==> src/rtl/mem_port_scheduler_pkg.sv <==
// Shared types and constants for the memory port scheduler.
// Optional read watchdog: define MEM_PORT_SCHEDULER_TIMEOUT_EN.
package mem_port_scheduler_pkg;

  typedef enum logic [1:0] {
    ST_IDLE    = 2'd0,
    ST_CMD     = 2'd1,
    ST_WAIT_RD = 2'd2
  } state_e;

  // Width of the read-response watchdog counter (covers TIMEOUT_CYCLES up to 65535).
  localparam int TO_CNT_W = 16;

  // Round-robin successor of a requester index.
  function automatic int rr_next(input int idx, input int n);
    return (idx >= n - 1) ? 0 : idx + 1;
  endfunction

endpackage

==> src/rtl/mem_port_scheduler_rr_arbiter.sv <==
// Combinational round-robin pick: nearest requesting index at or above the pointer.
module rr_arbiter #(
  parameter int NUM_REQ = 4,
  parameter int PTR_W   = 2
) (
  input  logic [NUM_REQ-1:0] i_req,
  input  logic [PTR_W-1:0]   i_ptr,
  output logic               o_vld,
  output logic [PTR_W-1:0]   o_idx
);

  logic [PTR_W-1:0] w_cand;

  // Scan from the farthest offset back to the pointer so the last hit is the winner.
  always_comb begin
    o_vld  = 1'b0;
    o_idx  = '0;
    w_cand = '0;
    for (int k = NUM_REQ - 1; k >= 0; k--) begin
      w_cand = PTR_W'((int'(i_ptr) + k) % NUM_REQ);
      if (i_req[w_cand]) begin
        o_vld = 1'b1;
        o_idx = w_cand;
      end
    end
  end

endmodule

==> src/rtl/mem_port_scheduler.sv <==
// Single-outstanding memory port scheduler with round-robin arbitration.
// Optional read watchdog: define MEM_PORT_SCHEDULER_TIMEOUT_EN.
module mem_port_scheduler
  import mem_port_scheduler_pkg::*;
#(
  parameter int NUM_REQ        = 4,
  parameter int ADDR_WIDTH     = 23,
  parameter int DATA_WIDTH     = 16,
  parameter int TIMEOUT_CYCLES = 255
) (
  input  logic                                clk_i,
  input  logic                                arst_n_i,
  input  logic [NUM_REQ-1:0]                  req_i,
  input  logic [NUM_REQ-1:0]                  req_we_i,
  input  logic [NUM_REQ-1:0][ADDR_WIDTH-1:0]  req_addr_i,
  input  logic [NUM_REQ-1:0][DATA_WIDTH-1:0]  req_wdata_i,
  output logic [NUM_REQ-1:0]                  gnt_o,
  output logic [DATA_WIDTH-1:0]               rdata_o,
  output logic                                err_o,
  output logic                                mem_read_o,
  output logic                                mem_write_o,
  output logic [ADDR_WIDTH-1:0]               mem_addr_o,
  output logic [DATA_WIDTH-1:0]               mem_wdata_o,
  input  logic                                mem_waitrequest_i,
  input  logic                                mem_rdatavalid_i,
  input  logic [DATA_WIDTH-1:0]               mem_rdata_i,
  output logic                                busy_o
);

  localparam int PTR_W = (NUM_REQ > 1) ? $clog2(NUM_REQ) : 1;

  state_e                 r_state, w_state_nxt;
  logic [PTR_W-1:0]       r_rr_ptr, r_win;
  logic                   r_we;
  logic [NUM_REQ-1:0]     r_gnt;
  logic [DATA_WIDTH-1:0]  r_rdata;
  logic                   r_mem_read, r_mem_write;
  logic [ADDR_WIDTH-1:0]  r_mem_addr;
  logic [DATA_WIDTH-1:0]  r_mem_wdata;

  logic [NUM_REQ-1:0]     w_req_eff;
  logic                   w_pick_vld;
  logic [PTR_W-1:0]       w_pick_idx;
  logic                   w_start, w_accept, w_rd_done, w_timeout, w_to_hit;
  logic                   w_complete;

  // The requester being granted this cycle still holds req_i; keep it out of
  // the back-to-back arbitration so it is not served twice.
  assign w_req_eff = req_i & ~r_gnt;

  rr_arbiter #(
    .NUM_REQ (NUM_REQ),
    .PTR_W   (PTR_W)
  ) u_arb (
    .i_req (w_req_eff),
    .i_ptr (r_rr_ptr),
    .o_vld (w_pick_vld),
    .o_idx (w_pick_idx)
  );

`ifdef MEM_PORT_SCHEDULER_TIMEOUT_EN
  logic [TO_CNT_W-1:0] r_to_cnt;
  logic                r_err;

  // Count cycles spent waiting for read data; cleared whenever not waiting.
  always_ff @(posedge clk_i or negedge arst_n_i) begin
    if (!arst_n_i)                  r_to_cnt <= '0;
    else if (r_state != ST_WAIT_RD) r_to_cnt <= '0;
    else                            r_to_cnt <= r_to_cnt + 1'b1;
  end

  // Error flag pulses alongside the grant of a timed-out read.
  always_ff @(posedge clk_i or negedge arst_n_i) begin
    if (!arst_n_i) r_err <= 1'b0;
    else           r_err <= w_timeout;
  end

  assign w_to_hit = (r_to_cnt == TO_CNT_W'(TIMEOUT_CYCLES - 1));
  assign err_o    = r_err;
`else
  assign w_to_hit = 1'b0;
  assign err_o    = 1'b0;
`endif

  // FSM state register.
  always_ff @(posedge clk_i or negedge arst_n_i) begin
    if (!arst_n_i) r_state <= ST_IDLE;
    else           r_state <= w_state_nxt;
  end

  // FSM next-state logic.
  always_comb begin
    w_state_nxt = r_state;
    case (r_state)
      ST_IDLE:    if (w_pick_vld) w_state_nxt = ST_CMD;
      ST_CMD:     if (!mem_waitrequest_i) w_state_nxt = r_we ? ST_IDLE : ST_WAIT_RD;
      ST_WAIT_RD: if (mem_rdatavalid_i || w_to_hit) w_state_nxt = ST_IDLE;
      default:    w_state_nxt = ST_IDLE;
    endcase
  end

  // FSM output/control decode; read data has priority over the watchdog.
  always_comb begin
    w_start   = 1'b0;
    w_accept  = 1'b0;
    w_rd_done = 1'b0;
    w_timeout = 1'b0;
    case (r_state)
      ST_IDLE:    w_start   = w_pick_vld;
      ST_CMD:     w_accept  = !mem_waitrequest_i;
      ST_WAIT_RD: begin
        w_rd_done = mem_rdatavalid_i;
        w_timeout = !mem_rdatavalid_i && w_to_hit;
      end
      default: ;
    endcase
  end

  assign w_complete = (w_accept && r_we) || w_rd_done || w_timeout;

  // Latch the winner's command and hold the strobes until the memory accepts.
  always_ff @(posedge clk_i or negedge arst_n_i) begin
    if (!arst_n_i) begin
      r_win       <= '0;
      r_we        <= 1'b0;
      r_mem_addr  <= '0;
      r_mem_wdata <= '0;
      r_mem_read  <= 1'b0;
      r_mem_write <= 1'b0;
    end else if (w_start) begin
      r_win       <= w_pick_idx;
      r_we        <= req_we_i[w_pick_idx];
      r_mem_addr  <= req_addr_i[w_pick_idx];
      r_mem_wdata <= req_wdata_i[w_pick_idx];
      r_mem_read  <= !req_we_i[w_pick_idx];
      r_mem_write <= req_we_i[w_pick_idx];
    end else if (w_accept) begin
      r_mem_read  <= 1'b0;
      r_mem_write <= 1'b0;
    end
  end

  // Completion: one-hot grant pulse and pointer advance past the winner.
  always_ff @(posedge clk_i or negedge arst_n_i) begin
    if (!arst_n_i) begin
      r_gnt    <= '0;
      r_rr_ptr <= '0;
    end else begin
      r_gnt <= w_complete ? (NUM_REQ'(1) << r_win) : '0;
      if (w_complete) r_rr_ptr <= PTR_W'(rr_next(int'(r_win), NUM_REQ));
    end
  end

  // Read data register; holds between read completions, zeroed on timeout.
  always_ff @(posedge clk_i or negedge arst_n_i) begin
    if (!arst_n_i)      r_rdata <= '0;
    else if (w_rd_done) r_rdata <= mem_rdata_i;
    else if (w_timeout) r_rdata <= '0;
  end

  assign gnt_o       = r_gnt;
  assign rdata_o     = r_rdata;
  assign mem_read_o  = r_mem_read;
  assign mem_write_o = r_mem_write;
  assign mem_addr_o  = r_mem_addr;
  assign mem_wdata_o = r_mem_wdata;
  assign busy_o      = (r_state != ST_IDLE);

endmodule

==> config.mk <==
export PLATFORM = sky130hd
export DESIGN_NAME = mem_port_scheduler
export DESIGN_NICKNAME = d
export VERILOG_FILES = /design/src/rtl/mem_port_scheduler_pkg.sv /design/src/rtl/mem_port_scheduler_rr_arbiter.sv /design/src/rtl/mem_port_scheduler.sv
export SDC_FILE = /design/constraint.sdc
export NUM_CORES = 1
export LEC_CHECK = 0
export CORE_UTILIZATION = 34
export CTS_BUF_LIST = sky130_fd_sc_hd__clkbuf_16
export CTS_CLUSTER_SIZE = 8
export DETAILED_ROUTE_END_ITERATION = 16
export PLACE_DENSITY = 0.75
export RECOVER_POWER = 25
export SLEW_MARGIN = 25
export SYNTH_ARGS = -nofsm -noshare
export SYNTH_HDL_FRONTEND = slang
export SYNTH_HIERARCHICAL = 1
export SYNTH_SLANG_ARGS = --single-unit
==> constraint.sdc <==
create_clock -name clk_i -period 1.75 [get_ports clk_i]
set_input_delay 0.35 -clock clk_i [delete_from_list [all_inputs] [get_ports clk_i]]
set_output_delay 0.35 -clock clk_i [all_outputs]
set_load 0.02 [all_outputs]
==> results of run 1 <==
==> layer usage <==
metal	routed length, um	vias to the layer above	GRT usage [%]
li1	-	1771	-
met1	5310	1912	22.9
met2	8220	175	43.3
met3	1190	15	5.39
met4	203	0	7.90
met5	0	-	0
==> cells in the mapped netlist (2+ instances only) <==
cell      instances  area [um2]
nor2b_1           8        50.1
buf_4             3        22.5
nor3b_1           2        15.0
o221ai_1          2        17.5
mux2_2           10         113
nand3_1           2        10.0
nand2b_1          2        12.5
nand3b_1          3        22.5
mux2_1            8        90.1
inv_1             3        11.3
nand2_1          46         173
buf_1             2        7.51
buf_2            14        70.1
ha_1              4        50.1
dfrtp_1          68        1700
mux2i_1          80         801
o221ai_2         37         556
nor2_1            7        26.3
buf_6             6        67.6
==> registers in the layout, summed over array words and instances (netlist names) <==
name         cells
gnt_o            4
r_state          2
r_rr_ptr         2
mem_addr_o      23
r_we             1
rdata_o         16
mem_read_o       1
mem_wdata_o     16
r_win            2
mem_write_o      1
==> worst paths after layout <==
| check | startpoint | endpoint | slack (ns) |
|---|---|---|---|
| setup / recovery | gnt_o[3] | mem_write_o | -0.15 |
| hold / removal | arst_n_i | rdata_o[7] | 0.27 |
| setup reg to reg | gnt_o[3] | mem_write_o | -0.15 |
| hold reg to reg | mem_wdata_o[4] | mem_wdata_o[4] | 0.49 |
| max in group asynchronous | arst_n_i | gnt_o[1] | 0.82 |
| min in group clk_i | mem_wdata_o[4] | mem_wdata_o[4] | 0.49 |
==> cell type report <==
type                       instances  share of cell area (%)
inverter                           3                   0.137
sequential                        68                    20.8
timing repair buffer             300                    40.2
tap                              143                    2.18
clock buffer                       9                    2.74
multi-input combinational        225                    32.9
clock inverter                     7                    1.13
==> metrics by stage <==
step                area (um2)  worst slack (ns)  util (%)  hold slack [ns]
floorplan                 3980          -0.00175         -           0.0544
global placement          6780            -0.565      59.6            0.403
detailed placement        6780            -0.599      59.6            0.403
CTS                       7810            -0.184      68.7           0.0462
global route              8210            -0.214      72.2            0.364
finish                    8210            -0.153      72.2            0.274
==> where the power goes <==
part | internal [uW] | switching (uW) | total (uW) | leakage (uW)
Sequential | 2340 | 479 | 2820 | 0.000838
Combinational | 5210 | 4110 | 9320 | 0.00229
Clock | 1240 | 691 | 1930 | 0.000153
==> cell usage in the layout, fill, tap and decap left out, types with 3 or more instances in the layout <==
cell               n
nand2_1           45
mux2i_2           16
buf_12             8
clkdlybuf4s50_1  239
buf_16             9
dfrtp_1           65
nand3b_1           3
dlygate4sd2_1      4
o221ai_2          37
inv_1              4
ha_1               4
buf_4             13
buf_6             18
nor2_2             4
nor2_1             3
clkbuf_16         12
mux2_2            10
dfrtp_2            3
mux2_1             8
nor2b_4            4
nor2b_1            4
mux2i_1           26
mux2i_4           38
==> cells by family after synthesis <==
kind of cell | after synthesis | share of synthesized area [%]
flip-flops | 68 | 43.0
AND/OR/NAND/NOR | 74 | 8.92
buffers and inverters | 29 | 4.62
adder cells (fa/ha/maj) | 4 | 1.27
multiplexers | 100 | 26.3
AO/OA/AOI/OAI | 46 | 15.8
other | 1 | 0.0948
==> repair_timing <==
item	CTS	global route
setup endpoints to repair	45	44
pin swaps	14	24
gates cloned	9	4
gates resized for setup	91	63
setup buffers	10	0
==> results_dict.tcl, run 1 <==
set metrics [dict create \
    dp_cells 718 \
    worstPathMaxFanout 4 \
    worstSkewPairLatency_ns 0.33 \
    grt-ovfl-total 0 \
    path_clk_slew_ns 0.06 \
    holdBufCountCts 0 \
    slowest_delay_ns 0.58 \
    start_util_pct 34.8 \
    grt_usage_pct 22.3 \
    first_global_vias 4019 \
    p_leak_uw 0.00328 \
    area_growth_pct 108 \
    grt_max_degree 69 \
    die_w_um 110 \
    fmax_ghz 0.526 \
    drt.antenna.violating_nets 0 \
    syn_inst 322 \
    yosysSeqAreaShare_pct 43.0 \
    power_density_nw_per_um2 1710 \
    path_delay_family "multiplexers" \
    min_period_over_period_pct 109 \
    die_area_um2 12100 \
    cts_tree "built" \
    drt_wl_total_um 14900 \
    wl_per_cell_um 19.8 \
    critPathBufInv 0 \
    die_h_um 110 \
    fin_worst_skew_ns 0.00575 \
    critPathArrivalTime_ns 2.11 \
    cts.sinks 68 \
    rsz0062_at_grt "yes" \
    drv_slew 0 \
    numCtsBuffers 9 \
    worst_slew_pin_slew_ns 0.942 \
    hp-class "in -> async" \
    cts_root_buf "clkbuf_16" \
    drtPass1Iterations 5 \
    path_cells "nor2b_4 > mux2i_1 > a211oi_4 > mux4_2 > nand3_2 > o21ai_1" \
    core_area_um2 11400 \
    syn-cell-area_um2 3960 \
    syn_nets 510 \
    rows 39 \
    setup_viol 43 \
    drive_gt1_share_pct 32.0 \
    nets 795 \
    hold_viol 0 \
    drt_iter0_markers 149 \
    cp_num_cells 6 \
    multi_input_area_um2 2700 \
    port_buffers 245 \
    synthArstFlopShare_pct 100 \
    relSlewSlack_pct 37.2 \
    cp-end-kind "register" \
    grt_pass1_wl_um 19900 \
    finalSetupTns_ns -4.43 \
    cp_slowest_cell "mux4_2" \
    regArea_um2 1710 \
    vias 3873 \
    ir_drop_uv 1110 \
    syn_area_per_cell_um2 12.3 \
    place_hpwl_um 9460 \
    antenna_found_initial 0 \
    finalPower_uw 14100 \
    antenna_cells 0 \
    synth_warnings 6 \
    post_drt_via_cell_ratio 5.13 \
    fillCellCount 743 \
    reg2reg_depth 6 \
    cap_viol_max_count 0 \
    synth_flop_cell "dfrtp_1" \
    failed_checks "negative setup slack" \
    synth_edf_count 0 \
    htree_levels 3 \
    clock_path_buffers 2 \
    cp-start-kind "register" \
    period_minus_slack_ns 1.90 \
    final_cell_count_no_fill 755 \
    top_level_ports 247 \
    synth_cell_types 34 \
    drc 0 \
    gp_congestion 0.736 \
    cp_data_required_time_ns 1.95 \
    synth-seq-cells 68 \
    layout_setup_ws_ns -0.153 \
    critPathKind "reg -> reg" \
    status "finished with violations" \
]
Power figures use the tool's default switching activity.
==> run 2, diff against run 1 <==
- TNS_END_PERCENT: default -> 20
==> run 2 against run 1 <==
Net effect: the flow still finishes with violations (negative setup slack); routed wire length fell by 2.2%; utilization fell by 1.9 points; final cell count is 0.13% lower; sequential cell count is the same; clock skew is essentially flat; combinational power down 4.5%; non-clock buffer count down 1; global-route usage fell by 0.35 points; worst setup slack gained 0.013 ns; worst hold slack got worse by 0.0048 ns; maximum frequency is 0.67% higher; clock-buffer cell count is the same; critical path type unchanged; largest cell class unchanged; largest power group unchanged; highest routed layer unchanged.
==> results_dict.tcl, run 2 (synthesis gave the netlist of run 1 again) <==
set metrics [dict create \
    rsz0062_at_grt "yes" \
    grt_pass1_wl_um 19600 \
    critPathKind "reg -> reg" \
    hp-class "in -> async" \
    relSlewSlack_pct 37.2 \
    setup_viol 44 \
    cp-end-kind "register" \
    grt_max_degree 69 \
    worstPathMaxFanout 5 \
    p_leak_uw 0.00325 \
    first_global_vias 3979 \
    fillCellCount 776 \
    rows 39 \
    holdBufCountCts 0 \
    die_w_um 110 \
    numCtsBuffers 9 \
    timing.critical_path.mode_cell "buf_6" \
    largest_reg_flops 23 \
    cp-start-kind "register" \
    final_common_cell "clkdlybuf4s50_1" \
    finalPower_uw 13600 \
    core_area_um2 11400 \
    cts.sinks 68 \
    status "finished with violations" \
    die_area_um2 12100 \
    cp_slowest_cell "dfrtp_2" \
    finalSetupTns_ns -4.42 \
    nets 794 \
    wl_per_cell_um 19.4 \
    final_cell_count_no_fill 754 \
    drt.antenna.violating_nets 0 \
    path_clk_slew_ns 0.06 \
    ir_drop_uv 1080 \
    path_delay_family "flip-flops" \
    stdcell_area_um2 8000 \
    fmax_ghz 0.529 \
    drv_slew 0 \
    critPathBufInv 3 \
    period_minus_slack_ns 1.89 \
    grt-ovfl-total 0 \
    gp_congestion 0.736 \
    cap_viol_max_count 0 \
    hold_viol 0 \
    port_buffers 245 \
    drtPass1Iterations 6 \
    cts_tree "built" \
    post_drt_via_cell_ratio 5.12 \
    layout_common_cells "239 x clkdlybuf4s50_1, 65 x dfrtp_1, 46 x nand2_1" \
    antenna_cells 0 \
    worstSkewPairLatency_ns 0.33 \
    drt_iter0_markers 156 \
    worst_slew_pin_slew_ns 0.942 \
    clock_path_buffers 2 \
    fin_worst_skew_ns 0.00624 \
    min_period_over_period_pct 108 \
    antenna_found_initial 0 \
    cts_root_buf "clkbuf_16" \
    die_h_um 110 \
    start_util_pct 34.8 \
    top_level_ports 247 \
    r2r_slack_ns -0.14 \
    drc 0 \
    drive_gt1_share_pct 30.4 \
    cp_data_required_time_ns 1.95 \
    grt_usage_pct 21.9 \
    dp_cells 718 \
    failed_checks "negative setup slack" \
    placed_cell_area_um2 6780 \
    vias 3858 \
    layout_setup_ws_ns -0.140 \
    reg2reg_depth 9 \
    place_hpwl_um 9460 \
    area_growth_pct 102 \
    power_density_nw_per_um2 1710 \
    path_cells "nor2b_4 > nor3b_2 > a211oi_4 > nor2_4 > buf_6 > buf_6 > buf_16 > mux2i_1 > o221ai_2" \
    slowest_delay_ns 0.43 \
    cp_num_cells 9 \
    final_util_pct 70.4 \
    drt_wl_total_um 14600 \
    critPathArrivalTime_ns 2.09 \
    htree_levels 3 \
]
## run 2: cell count changes in the layout (fill, tap and decap cells not counted), sizes merged
cell / previous run / this run
bufbuf: 1 / 0
## run 2: metrics by stage
step | hold WS [ns] | setup WS (ns)
3_3_place_gp | 0.403 | -0.565
2_1_floorplan | 0.0544 | -0.00175
3_5_place_dp | 0.403 | -0.599
5_1_grt | 0.361 | -0.209
6_report | 0.269 | -0.140
4_1_cts | 0.0462 | -0.184
## run 2: timing repair
action | 4_1_cts | 5_1_grt
gates resized for setup | 69 | 58
setup buffers | 9 | 3
endpoints found under the setup margin | 45 | 44
cloned | 8 | 3
pin swaps | 13 | 13
## run 2: cell type report
type / count / area (um2) / area share [%]
Clock inverter: 7 / 92.6 / 1.16
Timing Repair Buffer: 299 / 3240 / 40.6
Inverter: 3 / 11.3 / 0.141
Multi-Input combinational cell: 225 / 2540 / 31.8
Sequential cell: 68 / 1710 / 21.3
Clock buffer: 9 / 225 / 2.82
Tap cell: 143 / 179 / 2.24
## run 2: path summary, 6_finish.rpt
| kind | endpoint | startpoint |
|---|---|---|
| max in group asynchronous | gnt_o[1] | arst_n_i |
| min reg2reg | mem_wdata_o[2] | mem_wdata_o[2] |
| min | rdata_o[7] | arst_n_i |
| min in group clk_i | mem_wdata_o[2] | mem_wdata_o[2] |
| max reg2reg | mem_wdata_o[8] | gnt_o[1] |
| max | mem_wdata_o[8] | gnt_o[1] |
## run 2: report_power, final
| part | switching, uW | total [uW] | internal (uW) |
|---|---|---|---|
| registers | 472 | 2810 | 2340 |
| logic | 3990 | 8900 | 4920 |
| clock network | 693 | 1930 | 1240 |
| total | 5150 | 13600 | 8500 |
## run 2: layer usage
layer / GRT usage [%] / share of wire, % / vias up
met5: 0 / 0 / -
met4: 7.05 / 2.3 / 0
met3: 5.33 / 8.6 / 26
met2: 42.7 / 53 / 178
met1: 22.7 / 36 / 1895
li1: - / - / 1759
==> RTL change: new RTL, settings of run 1 <==
`NUM_REQ` is set to 4 in 2 places; all go to 2.
--- a/src/rtl/mem_port_scheduler_rr_arbiter.sv
+++ b/src/rtl/mem_port_scheduler_rr_arbiter.sv
@@ -1,6 +1,6 @@
 // Combinational round-robin pick: nearest requesting index at or above the pointer.
 module rr_arbiter #(
-  parameter int NUM_REQ = 4,
+  parameter int NUM_REQ = 2,
   parameter int PTR_W   = 2
 ) (
   input  logic [NUM_REQ-1:0] i_req,
--- a/src/rtl/mem_port_scheduler.sv
+++ b/src/rtl/mem_port_scheduler.sv
@@ -3,7 +3,7 @@
 module mem_port_scheduler
   import mem_port_scheduler_pkg::*;
 #(
-  parameter int NUM_REQ        = 4,
+  parameter int NUM_REQ        = 2,
   parameter int ADDR_WIDTH     = 23,
   parameter int DATA_WIDTH     = 16,
   parameter int TIMEOUT_CYCLES = 255
Ports: changed (5 resized); port bits go from 247 to 163. No check against the original RTL was run, so the function may have changed too.
==> RTL change against run 1 <==
- setup slack better by 0.20 ns
- area after synthesis is 27% lower
- clock skew is 0.0021 ns lower
- routed wire length is 51% lower
- sequential cell count is 4 lower
- first-iteration DRC count is 67% lower
- clock power is 22% lower
- non-clock buffer count is 124 lower
- total power is 39% lower
- cell area is 40% lower
- critical path type is now in2reg
==> RTL change: results (changes against run 1) <==
Worst setup path
  – Crit-path max cell delay: 0.46 ns (was 0.58 ns)
  – R2R depth: 5 (was 6)
  – Reg2Reg Setup Slack: 0.17 ns (was -0.15 ns)
  – Reg2reg end: r_win$_DFFE_PN0P_ (was mem_write_o$_DFFE_PN0P_)
  – Delay-heaviest family, CP: buffers and inverters (was multiplexers)
  – CP Capture Point: r_win$_DFFE_PN0P_ (was mem_write_o$_DFFE_PN0P_)
  – Worst r2r src: gnt_o[0]$_DFF_PN0_ (was gnt_o[3]$_DFF_PN0_)
  – CP startpoint: req_i[0] (was gnt_o[3]$_DFF_PN0_)
  – Critical path peak fanout: 3 (was 4)

Outcome
  – Outcome: finished, final reports clean (was finished with violations)

Detailed routing
  – Via density: 4.580 (was 5.130)
  – DR iter-0 viols: 49 (was 149)
  – First-pass DRT Iterations: 4 (was 5)
  – Routed len/inst: 13.94 microns (was 19.77 microns)

Power and ir drop
  – Logic gate share of total power: 52.1% (was 66.2%)
  – VDD IR max: 0.7850 mV (was 1.112 mV)
  – P_clk: 1.50 mW (was 1.93 mW)
  – Pleak: 2.169 nW (was 3.281 nW)
  – Int Pwr: 5.400 mW (was 8.791 mW)
  – Pwr dens: 1720 mW/mm^2 (was 1713 mW/mm^2)

Clock tree
  – Setup bufs post-CTS: 0 (was 10)
  – Post-cts sizing count: 2 (was 91)

Global routing
  – Vias in the first global route: 2,371 (was 4,019)
  – Largest net degree at the start of global routing: 65 (was 69)
  – Total GRT Usage: 16.25% (was 22.29%)
  – First-pass GRT wire length: 10.88 mm (was 19.91 mm)

STA
  – Final setup violation count: 0 (was 43)
  – Layout Skew: 0.003659 ns (was 0.005748 ns)
  – Fin crit period: 1.699 ns (was 1.903 ns)
  – WHS: 0.4357 ns (was 0.2738 ns)

Placed design
  – Placed insts: 508 (was 718)
  – Post-DP HPWL: 5.569 mm (was 9.457 mm)
  – Setup slack at placement: -0.3444 ns (was -0.5989 ns)
  – Buffers on Ports: 161 (was 245)
  – Area after DPL: 0.004676 sq mm (was 0.006778 sq mm)
  – Final GP Congestion: 0.7193 (was 0.7356)

Final layout
  – Share of layout cells above drive strength 1: 12.17% (was 32.03%)
  – Final-stage net count: 517 (was 795)

Logic synthesis
  – Syn nets: 347 (was 510)
  – Post-synth top cells: dfrtp_1, mux2i_1, nor2_1, a21oi_1, mux2_4 (was mux2i_1, dfrtp_1, nand2_1, o221ai_2, buf_2)
  – Top post-synthesis cells by area: dfrtp_1, mux2i_1, a21oi_1, nor2_1, mux2_4 (was dfrtp_1, mux2i_1, o221ai_2, nand2_1, mux2_2)
  – Syn Inst Count: 245 (was 322)
  – Synth unique cells: 25 (was 34)
  – Register area share after synthesis: 55.22% (was 43.02%)
RTL change: changes by cell type after synthesis, sizes merged, moves of 4 or more:
cell    before  now
o221ai      39    0
a21oi        1   39
mux2i       80   42
nand2       46    1
dfrtp       68   64
nor2b        8    3
buf         25   17
ha           4    0
nor2         8   42
RTL change: per-layer routing:
metal	up-vias	wire, microns	global-route usage (%)
li1	1176	-	-
met1	1115	2764	18.02
met2	102	3815	28.68
met3	7	660	6.683
met4	0	63	4.231
met5	-	0	0
RTL change: cells by family after synthesis:
kind of cell           count (synthesis)  share of synthesized area [%]
DFF                                   64                          55.22
muxes                                 59                          22.39
buffers and inverters                 23                          5.435
AOI/OAI and AO/OA                     46                          8.542
other                                  1                         0.1293
and+or+nand+nor                       52                          8.283
RTL change: area by class of cell:
class | instances | area [sq um]
sequential | 64 | 1602
clock inverter | 6 | 28.78
clock buffer | 9 | 225.2
multi-input combinational | 158 | 1161
inverter | 6 | 22.52
fill | 701 | 3264
tap | 105 | 131.4
timing repair buffer | 176 | 1782
